$ cat src/rtl/zbus_pkg.sv
// zbus_pkg: shared definitions for the ZX bus initiator.
//   - FSM state codes (plain localparam constants for legacy tools)
//   - bus cycle type encoding (memory, I/O, interrupt acknowledge)
//   - number of mandatory TW states per cycle type and a lookup helper
package zbus_pkg;

   localparam logic [2:0] ST_RSTW = 3'd0;
   localparam logic [2:0] ST_IDLE = 3'd1;
   localparam logic [2:0] ST_T1   = 3'd2;
   localparam logic [2:0] ST_T2   = 3'd3;
   localparam logic [2:0] ST_TW   = 3'd4;
   localparam logic [2:0] ST_T3   = 3'd5;

   typedef enum logic [1:0] {
      CYC_MEM  = 2'd0,
      CYC_IO   = 2'd1,
      CYC_INTA = 2'd2
   } cycle_t;

   localparam logic [1:0] TW_MAND_MEM  = 2'd0;
   localparam logic [1:0] TW_MAND_IO   = 2'd1;
   localparam logic [1:0] TW_MAND_INTA = 2'd2;

   // Wait states the initiator inserts on its own, regardless of /WAIT.
   function automatic logic [1:0] mand_tw(input cycle_t cyc);
      case (cyc)
         CYC_IO:   return TW_MAND_IO;
         CYC_INTA: return TW_MAND_INTA;
         default:  return TW_MAND_MEM;
      endcase
   endfunction

endpackage

$ cat src/rtl/zbus_tstate_timer.sv
// zbus_tstate_timer: T-state timing for the ZX bus initiator.
//   fclk, rst  : clock and asynchronous active-high reset
//   run        : a bus cycle is in progress (T1/T2/TW/T3)
//   wait_clr   : clear the extra-wait counter (new request accepted)
//   wait_inc   : one more extra (non-mandatory) TW is being entered
//   t_last     : current fclk is the last one of the current T-state
//   wait_full  : WAIT_MAX extra TW states have already been inserted
module zbus_tstate_timer #(
   parameter int TDIV     = 4,
   parameter int WAIT_MAX = 64
) (
   input  logic fclk,
   input  logic rst,
   input  logic run,
   input  logic wait_clr,
   input  logic wait_inc,
   output logic t_last,
   output logic wait_full
);

   localparam int TCW = (TDIV > 1) ? $clog2(TDIV) : 1;
   localparam int WCW = $clog2(WAIT_MAX + 1);
   localparam logic [TCW-1:0] TLAST = TCW'(TDIV - 1);
   localparam logic [WCW-1:0] WFULL = WCW'(WAIT_MAX);

   logic [TCW-1:0] tcnt;
   logic [WCW-1:0] wcnt;

   // Tcnt sits at 0 while idle so the first fclk after acceptance is Tcnt=0 of T1.
   always_ff @(posedge fclk or posedge rst) begin
      if (rst) begin
         tcnt <= '0;
      end else if (!run || (tcnt == TLAST)) begin
         tcnt <= '0;
      end else begin
         tcnt <= tcnt + TCW'(1);
      end
   end

   // Counts only the TW states requested through /WAIT, saturating at WAIT_MAX.
   always_ff @(posedge fclk or posedge rst) begin
      if (rst) begin
         wcnt <= '0;
      end else if (wait_clr) begin
         wcnt <= '0;
      end else if (wait_inc && !wait_full) begin
         wcnt <= wcnt + WCW'(1);
      end
   end

   assign t_last    = run && (tcnt == TLAST);
   assign wait_full = (wcnt == WFULL);

endmodule

$ cat src/rtl/zbus_initiator.sv
// zbus_initiator: host end of the ZX bus; runs one memory or I/O cycle per request.
//   fclk, rst          : system clock, asynchronous active-high reset
//   req_*              : request handshake (valid/ready), address, write data, rnw, io
//   rsp_*              : one-fclk completion pulse with read data, IORQGE and timeout flags
//   za, zd_out, zd_oe  : address bus and driven data bus
//   zd_in              : data bus as seen from the devices
//   zmreq_n .. zwr_n   : active-low bus strobes
//   zwait_n, ziorqge   : device wait request and I/O claim
//   zint_n/int_pending : device interrupt and its synchronised, inverted copy
//   zrst_n             : bus reset, held low RST_HOLD fclk after rst is released
// Optional: define ZBUS_INITIATOR_INTACK_EN to add req_inta / zm1_n and the
// interrupt-acknowledge cycle.
module zbus_initiator
   import zbus_pkg::*;
#(
   parameter int TDIV     = 4,
   parameter int WAIT_MAX = 64,
   parameter int RST_HOLD = 16
) (
   input  logic        fclk,
   input  logic        rst,
   input  logic        req_valid,
   output logic        req_ready,
   input  logic [15:0] req_addr,
   input  logic [7:0]  req_wdata,
   input  logic        req_rnw,
   input  logic        req_io,
   output logic        rsp_valid,
   output logic [7:0]  rsp_rdata,
   output logic        rsp_iorqge,
   output logic        rsp_timeout,
   output logic [15:0] za,
   output logic [7:0]  zd_out,
   output logic        zd_oe,
   input  logic [7:0]  zd_in,
   output logic        zmreq_n,
   output logic        ziorq_n,
   output logic        zrd_n,
   output logic        zwr_n,
   input  logic        zwait_n,
   input  logic        ziorqge,
   input  logic        zint_n,
`ifdef ZBUS_INITIATOR_INTACK_EN
   input  logic        req_inta,
   output logic        zm1_n,
`endif
   output logic        int_pending,
   output logic        zrst_n
);

   localparam int RCW = $clog2(RST_HOLD + 1);

   logic [2:0]     state;
   cycle_t         cyc;
   logic           rnw;
   logic [1:0]     mand_left;
   logic [1:0]     cyc_mand;
   logic           timed_out;
   logic [RCW-1:0] rst_cnt;
   logic           int_meta;
   logic           accept;
   logic           req_is_inta;
   logic           run;
   logic           t_last;
   logic           wait_full;
   logic           wait_inc;

`ifdef ZBUS_INITIATOR_INTACK_EN
   assign req_is_inta = req_inta;
`else
   assign req_is_inta = 1'b0;
`endif

   assign cyc_mand = mand_tw(cyc);
   assign accept   = (state == ST_IDLE) && req_valid && req_ready;
   assign run      = (state == ST_T1) || (state == ST_T2) || (state == ST_TW) || (state == ST_T3);

   // An extra TW is entered when /WAIT is low at the end of T2 (memory only) or
   // at the end of a TW once the mandatory ones are used up and budget remains.
   assign wait_inc = t_last && !zwait_n &&
                     (((state == ST_T2) && (cyc_mand == 2'd0)) ||
                      ((state == ST_TW) && (mand_left == 2'd0) && !wait_full));

   zbus_tstate_timer #(
      .TDIV     (TDIV),
      .WAIT_MAX (WAIT_MAX)
   ) u_timer (
      .fclk      (fclk),
      .rst       (rst),
      .run       (run),
      .wait_clr  (accept),
      .wait_inc  (wait_inc),
      .t_last    (t_last),
      .wait_full (wait_full)
   );

   // zint_n passes through two flops before it reaches the host.
   always_ff @(posedge fclk or posedge rst) begin
      if (rst) begin
         int_meta    <= 1'b0;
         int_pending <= 1'b0;
      end else begin
         int_meta    <= ~zint_n;
         int_pending <= int_meta;
      end
   end

   // Bus cycle sequencer. All bus outputs are registered and change only on
   // T-state boundaries; rst releases the bus immediately and drops any cycle.
   always_ff @(posedge fclk or posedge rst) begin
      if (rst) begin
         state       <= ST_RSTW;
         rst_cnt     <= '0;
         zrst_n      <= 1'b0;
         req_ready   <= 1'b0;
         cyc         <= CYC_MEM;
         rnw         <= 1'b1;
         mand_left   <= 2'd0;
         timed_out   <= 1'b0;
         za          <= 16'h0000;
         zd_out      <= 8'h00;
         zd_oe       <= 1'b0;
         zmreq_n     <= 1'b1;
         ziorq_n     <= 1'b1;
         zrd_n       <= 1'b1;
         zwr_n       <= 1'b1;
         rsp_valid   <= 1'b0;
         rsp_rdata   <= 8'h00;
         rsp_iorqge  <= 1'b0;
         rsp_timeout <= 1'b0;
`ifdef ZBUS_INITIATOR_INTACK_EN
         zm1_n       <= 1'b1;
`endif
      end else begin
         rsp_valid <= 1'b0;
         case (state)
            ST_RSTW: begin
               if (rst_cnt == RCW'(RST_HOLD - 1)) begin
                  zrst_n    <= 1'b1;
                  req_ready <= 1'b1;
                  state     <= ST_IDLE;
               end else begin
                  rst_cnt <= rst_cnt + RCW'(1);
               end
            end
            ST_IDLE: begin
               if (accept) begin
                  req_ready <= 1'b0;
                  state     <= ST_T1;
                  za        <= req_addr;
                  rnw       <= req_rnw || req_is_inta;
                  mand_left <= 2'd0;
                  timed_out <= 1'b0;
                  cyc       <= req_is_inta ? CYC_INTA : (req_io ? CYC_IO : CYC_MEM);
                  if (!req_rnw && !req_is_inta) begin
                     zd_out <= req_wdata;
                     zd_oe  <= 1'b1;
                  end
`ifdef ZBUS_INITIATOR_INTACK_EN
                  zm1_n <= ~req_inta;
`endif
               end
            end
            ST_T1: begin
               // INTA uses IORQ alone; the vector is read without RD.
               if (t_last) begin
                  state <= ST_T2;
                  if (cyc == CYC_MEM) begin
                     zmreq_n <= 1'b0;
                  end else begin
                     ziorq_n <= 1'b0;
                  end
                  if (cyc != CYC_INTA) begin
                     if (rnw) begin
                        zrd_n <= 1'b0;
                     end else begin
                        zwr_n <= 1'b0;
                     end
                  end
               end
            end
            ST_T2: begin
               // mand_left holds the mandatory TWs still owed after the one being entered.
               if (t_last) begin
                  if (cyc_mand != 2'd0) begin
                     state     <= ST_TW;
                     mand_left <= cyc_mand - 2'd1;
                  end else if (zwait_n) begin
                     state <= ST_T3;
                  end else begin
                     state <= ST_TW;
                  end
               end
            end
            ST_TW: begin
               if (t_last) begin
                  if (mand_left != 2'd0) begin
                     mand_left <= mand_left - 2'd1;
                  end else if (zwait_n) begin
                     state <= ST_T3;
                  end else if (wait_full) begin
                     state     <= ST_T3;
                     timed_out <= 1'b1;
                  end
               end
            end
            ST_T3: begin
               if (t_last) begin
                  state       <= ST_IDLE;
                  req_ready   <= 1'b1;
                  zmreq_n     <= 1'b1;
                  ziorq_n     <= 1'b1;
                  zrd_n       <= 1'b1;
                  zwr_n       <= 1'b1;
                  zd_oe       <= 1'b0;
                  rsp_valid   <= 1'b1;
                  rsp_rdata   <= rnw ? zd_in : 8'h00;
                  rsp_iorqge  <= ziorqge;
                  rsp_timeout <= timed_out;
`ifdef ZBUS_INITIATOR_INTACK_EN
                  zm1_n <= 1'b1;
`endif
               end
            end
            default: begin
               state     <= ST_IDLE;
               req_ready <= zrst_n;
            end
         endcase
      end
   end

endmodule

$ cat config.mk
export PLATFORM = sky130hd
export DESIGN_NAME = zbus_initiator
export DESIGN_NICKNAME = d
export VERILOG_FILES = /design/src/rtl/zbus_pkg.sv /design/src/rtl/zbus_tstate_timer.sv /design/src/rtl/zbus_initiator.sv
export SDC_FILE = /design/constraint.sdc
export NUM_CORES = 1
export LEC_CHECK = 0
export ABC_AREA = 0
export CAP_MARGIN = 20
export CORE_MARGIN = 4
export CORE_UTILIZATION = 35
export DETAILED_ROUTE_END_ITERATION = 8
export MAX_ROUTING_LAYER = met4
export PLACE_DENSITY = 0.62
export SLEW_MARGIN = 20
export SYNTH_ARGS = -nofsm -noshare
export SYNTH_HDL_FRONTEND = slang
export SYNTH_SLANG_ARGS = --single-unit
export TNS_END_PERCENT = 1
$ cat constraint.sdc
create_clock -name fclk -period 2.8 [get_ports fclk]
set_clock_uncertainty 0.2 [all_clocks]
set_input_delay 0.28 -clock fclk [delete_from_list [all_inputs] [get_ports fclk]]
set_output_delay 0.28 -clock fclk [all_outputs]
set_load 0.02 [all_outputs]
==> summary.txt <==
Floorplanning
  – Initial Util: 0.367
  – Die Wd: about 99 um
  – DIE AREA: about 10000 um2
  – Core Rows: 32
  – Die Y: between 90 and 100 um
  – Number of I/O pins: 83
  – Core ar.: 7850 um2

STA
  – Worst hold slack: around 0.14 ns
  – Worst-Margin Slew: 0.587 ns
  – FMAX: between 300 and 400 MHz
  – Final setup viols: 0
  – Setup TNS: 0 ns
  – Normalized max-slew margin: 0.605
  – RSZ-0062 raised after global routing: no
  – Max Slew Vio Count: 0
  – Final hold vios: 0
  – Final critical-path share of the clock period: 0.919
  – Post-layout min period: 2.57 ns

CTS
  – CTS H-tree lvls: 3
  – Clk_lat worst skew: between 0.3 and 0.4 ns
  – Clk pin slew, worst setup/hold paths: ~0.07 ns
  – Root Driver: clkbuf_8
  – # resized after CTS: 0
  – Clk buf depth: 2
  – CTS buffer count: 9
  – CTS tree: yes
  – # hold bufs at CTS: 0
  – Post-CTS setup buffer count: 0
  – Clk sinks: 66

Yosys
  – Seq cells post-synth: 66
  – Simple-gate share of the synthesized area: 0.196
  – Synth Cell Area: around 2900 um2
  – Main synth FF type: dfrtp_1
  – Avg Cell Area, Syn: roughly 10 um2
  – Synth Area in XOR/XNOR: 0.00911
  – Post-Synthesis Cells: ~280
  – Compound-Gate Fraction of Synth Area: 0.111
  – Yosys Warn Count: 0
  – Number of flops mapped to enable cells by yosys: 0
  – Synthesized net count: about 320
  – Synth cell types: 50
  – Seq/Total Area, Yosys: 0.575
  – Largest family of logic cells by synthesized area: simple AND/OR/NAND/NOR gates
  – Mux share of post-synthesis cell area: 0.0538
  – Post-synthesis adder-cell area fraction: 0.0260
  – Async S/R FF share, synth: 1.00

Route
  – # DRC: 0
  – Routed Wire Length: approximately 6.4 mm
  – Vias per inst: between 4 and 5
  – Total number of vias: roughly 2300
  – Pre-antenna DRT Iters: 4
  – DR WL/cell: 13.6 um
  – Post-route ant nets: 0
  – Starting DRT DRC Count: 90

Critical path
  – CP arrival: approximately 2.6 ns
  – Worst setup SP type: flop
  – Crit path kind: reg2reg
  – Crit path max-delay family: simple AND/OR/NAND/NOR gates
  – R2r setup slk: 0.23 ns
  – Worst path slowest cell: dfrtp_1
  – Required time worst endpoint: roughly 2.9 ns
  – CP bufs+invs: 1
  – CP max stage delay: ~0.52 ns
  – Worst-path cell chain: inv_1, ha_1, and2b_1, nand4b_1, or4_1, a21oi_1
  – Crit end category: flop
  – Worst-path maximum fanout: 9

Power and ir drop
  – VDD IR-drop max: 256 uV
  – P_leak: around 0.0019 uW
  – Pwr Density: about 450 nW/um2
  – Final Power: about 1800 uW

Global route
  – Largest net degree at the start of global routing: 67
  – Total grt overflow: 0
  – Vias in the first global route: about 2300
  – First-pass GRT wire length: ~11 mm
  – Initial antenna violation count: 0
  – Gr usage total: 0.141

Run
  – MaxCap Viol Count: 0

Cells and area
  – Leading cell type in the layout, fill and taps excluded: nand2_1
  – Final Instance Area: 4030 um2
  – Final core utilization: 0.514
  – N_diodes: 0
  – Synthesis-to-layout area growth: 39.8%
  – Fin nets: ~410
  – Layout cells sized above 1: 0.119
  – Most frequent cells in the layout: 86 x nand2_1, 82 x clkdlybuf4s50_1, 61 x dfrtp_1

Place
  – IO Port Bufs: between 80 and 90
  – GP Congestion: around 0.85
  – Placed Area: around 3800 um2
  – DP HPWL: about 4.5 mm

Status
  – Outcome: finished, final reports clean

Hold path
  – Min-delay worst type: in2async
[per-layer routing]
metal | routed length (um) | share of wire | GRT usage | vias up
li1 | - | - | - | 1125
met1 | 2880 | 0.45 | 0.179 | 1065
met2 | 2950 | 0.46 | 0.205 | 73
met3 | 568 | 0.088 | 0.0694 | 2
met4 | 23 | 0.0036 | 0.0315 | 0
met5 | 0 | 0 | - | -
[Yosys cell counts, types with 2 or more instances]
master	n	area, um2
nand4b_1	2	17.5
inv_1	10	37.5
a31oi_1	2	12.5
dfstp_2	5	131
and2b_1	2	15.0
and3b_1	2	17.5
nor2_1	5	18.8
a21oi_1	9	45.0
o31ai_1	3	22.5
ha_1	6	75.1
nor3b_1	2	15.0
dfrtp_1	61	1530
nand2_1	86	323
clkbuf_1	8	30.0
and3_1	3	18.8
xnor2_1	2	17.5
nand3_1	2	10.0
o21ai_0	19	95.1
nand4_1	2	12.5
mux2i_1	2	20.0
buf_2	2	10.0
nor3_1	2	10.0
or4_1	3	22.5
mux2_2	12	135
[worst paths after layout]
check                      depth (start not counted)               to      from
max reg2reg                                        6  u_timer.wcnt[6]  state[2]
min                                                3        zd_out[7]       rst
max in group asynchronous                          3            zwr_n       rst
min in group fclk                                  0      int_pending  int_meta
max                                                6  u_timer.wcnt[6]  state[2]
min reg2reg                                        0      int_pending  int_meta
[registers in the layout, summed over array words and instances, names as in the netlist, 2 cells and up]
| signal | cells |
|---|---|
| u_timer.tcnt | 2 |
| state | 3 |
| rst_cnt | 5 |
| za | 16 |
| rsp_rdata | 8 |
| zd_out | 8 |
| u_timer.wcnt | 7 |
| mand_left | 2 |
[report_power, final]
| group | internal (uW) | switching, uW | leakage, uW |
|---|---|---|---|
| Clock | 437 | 355 | 0.0000966 |
| Sequential | 955 | 0.657 | 0.000840 |
| Combinational | 53.7 | 29.3 | 0.000930 |
[area by class of cell]
type	instances	area [um2]
Tap cell	102	128
Timing Repair Buffer	87	871
Clock inverter	4	51.3
Sequential cell	66	1660
Multi-Input combinational cell	191	1140
Clock buffer	12	145
Fill cell	730	3820
Inverter	10	37.5
[kinds of logic after synthesis]
family,after synthesis
adders and majority gates,6
muxes,14
AOI/OAI and AO/OA,48
xor gates and xnor gates,3
and+or+nand+nor,120
buffers and inverters,21
DFF,66
[tightest hold or removal path: stages]
cell             delay, ns
clkdlybuf4s50_1       0.42
inv_2                 0.07
buf_12                0.30
[through the flow]
stage          instances  setup WS, ns
6_report             472         0.227
2_1_floorplan        278         0.567
5_1_grt              472         0.115
4_1_cts              472         0.256
3_5_place_dp         456         0.247
3_3_place_gp         456         0.401
No activity file was read; power rests on OpenSTA's default activity.
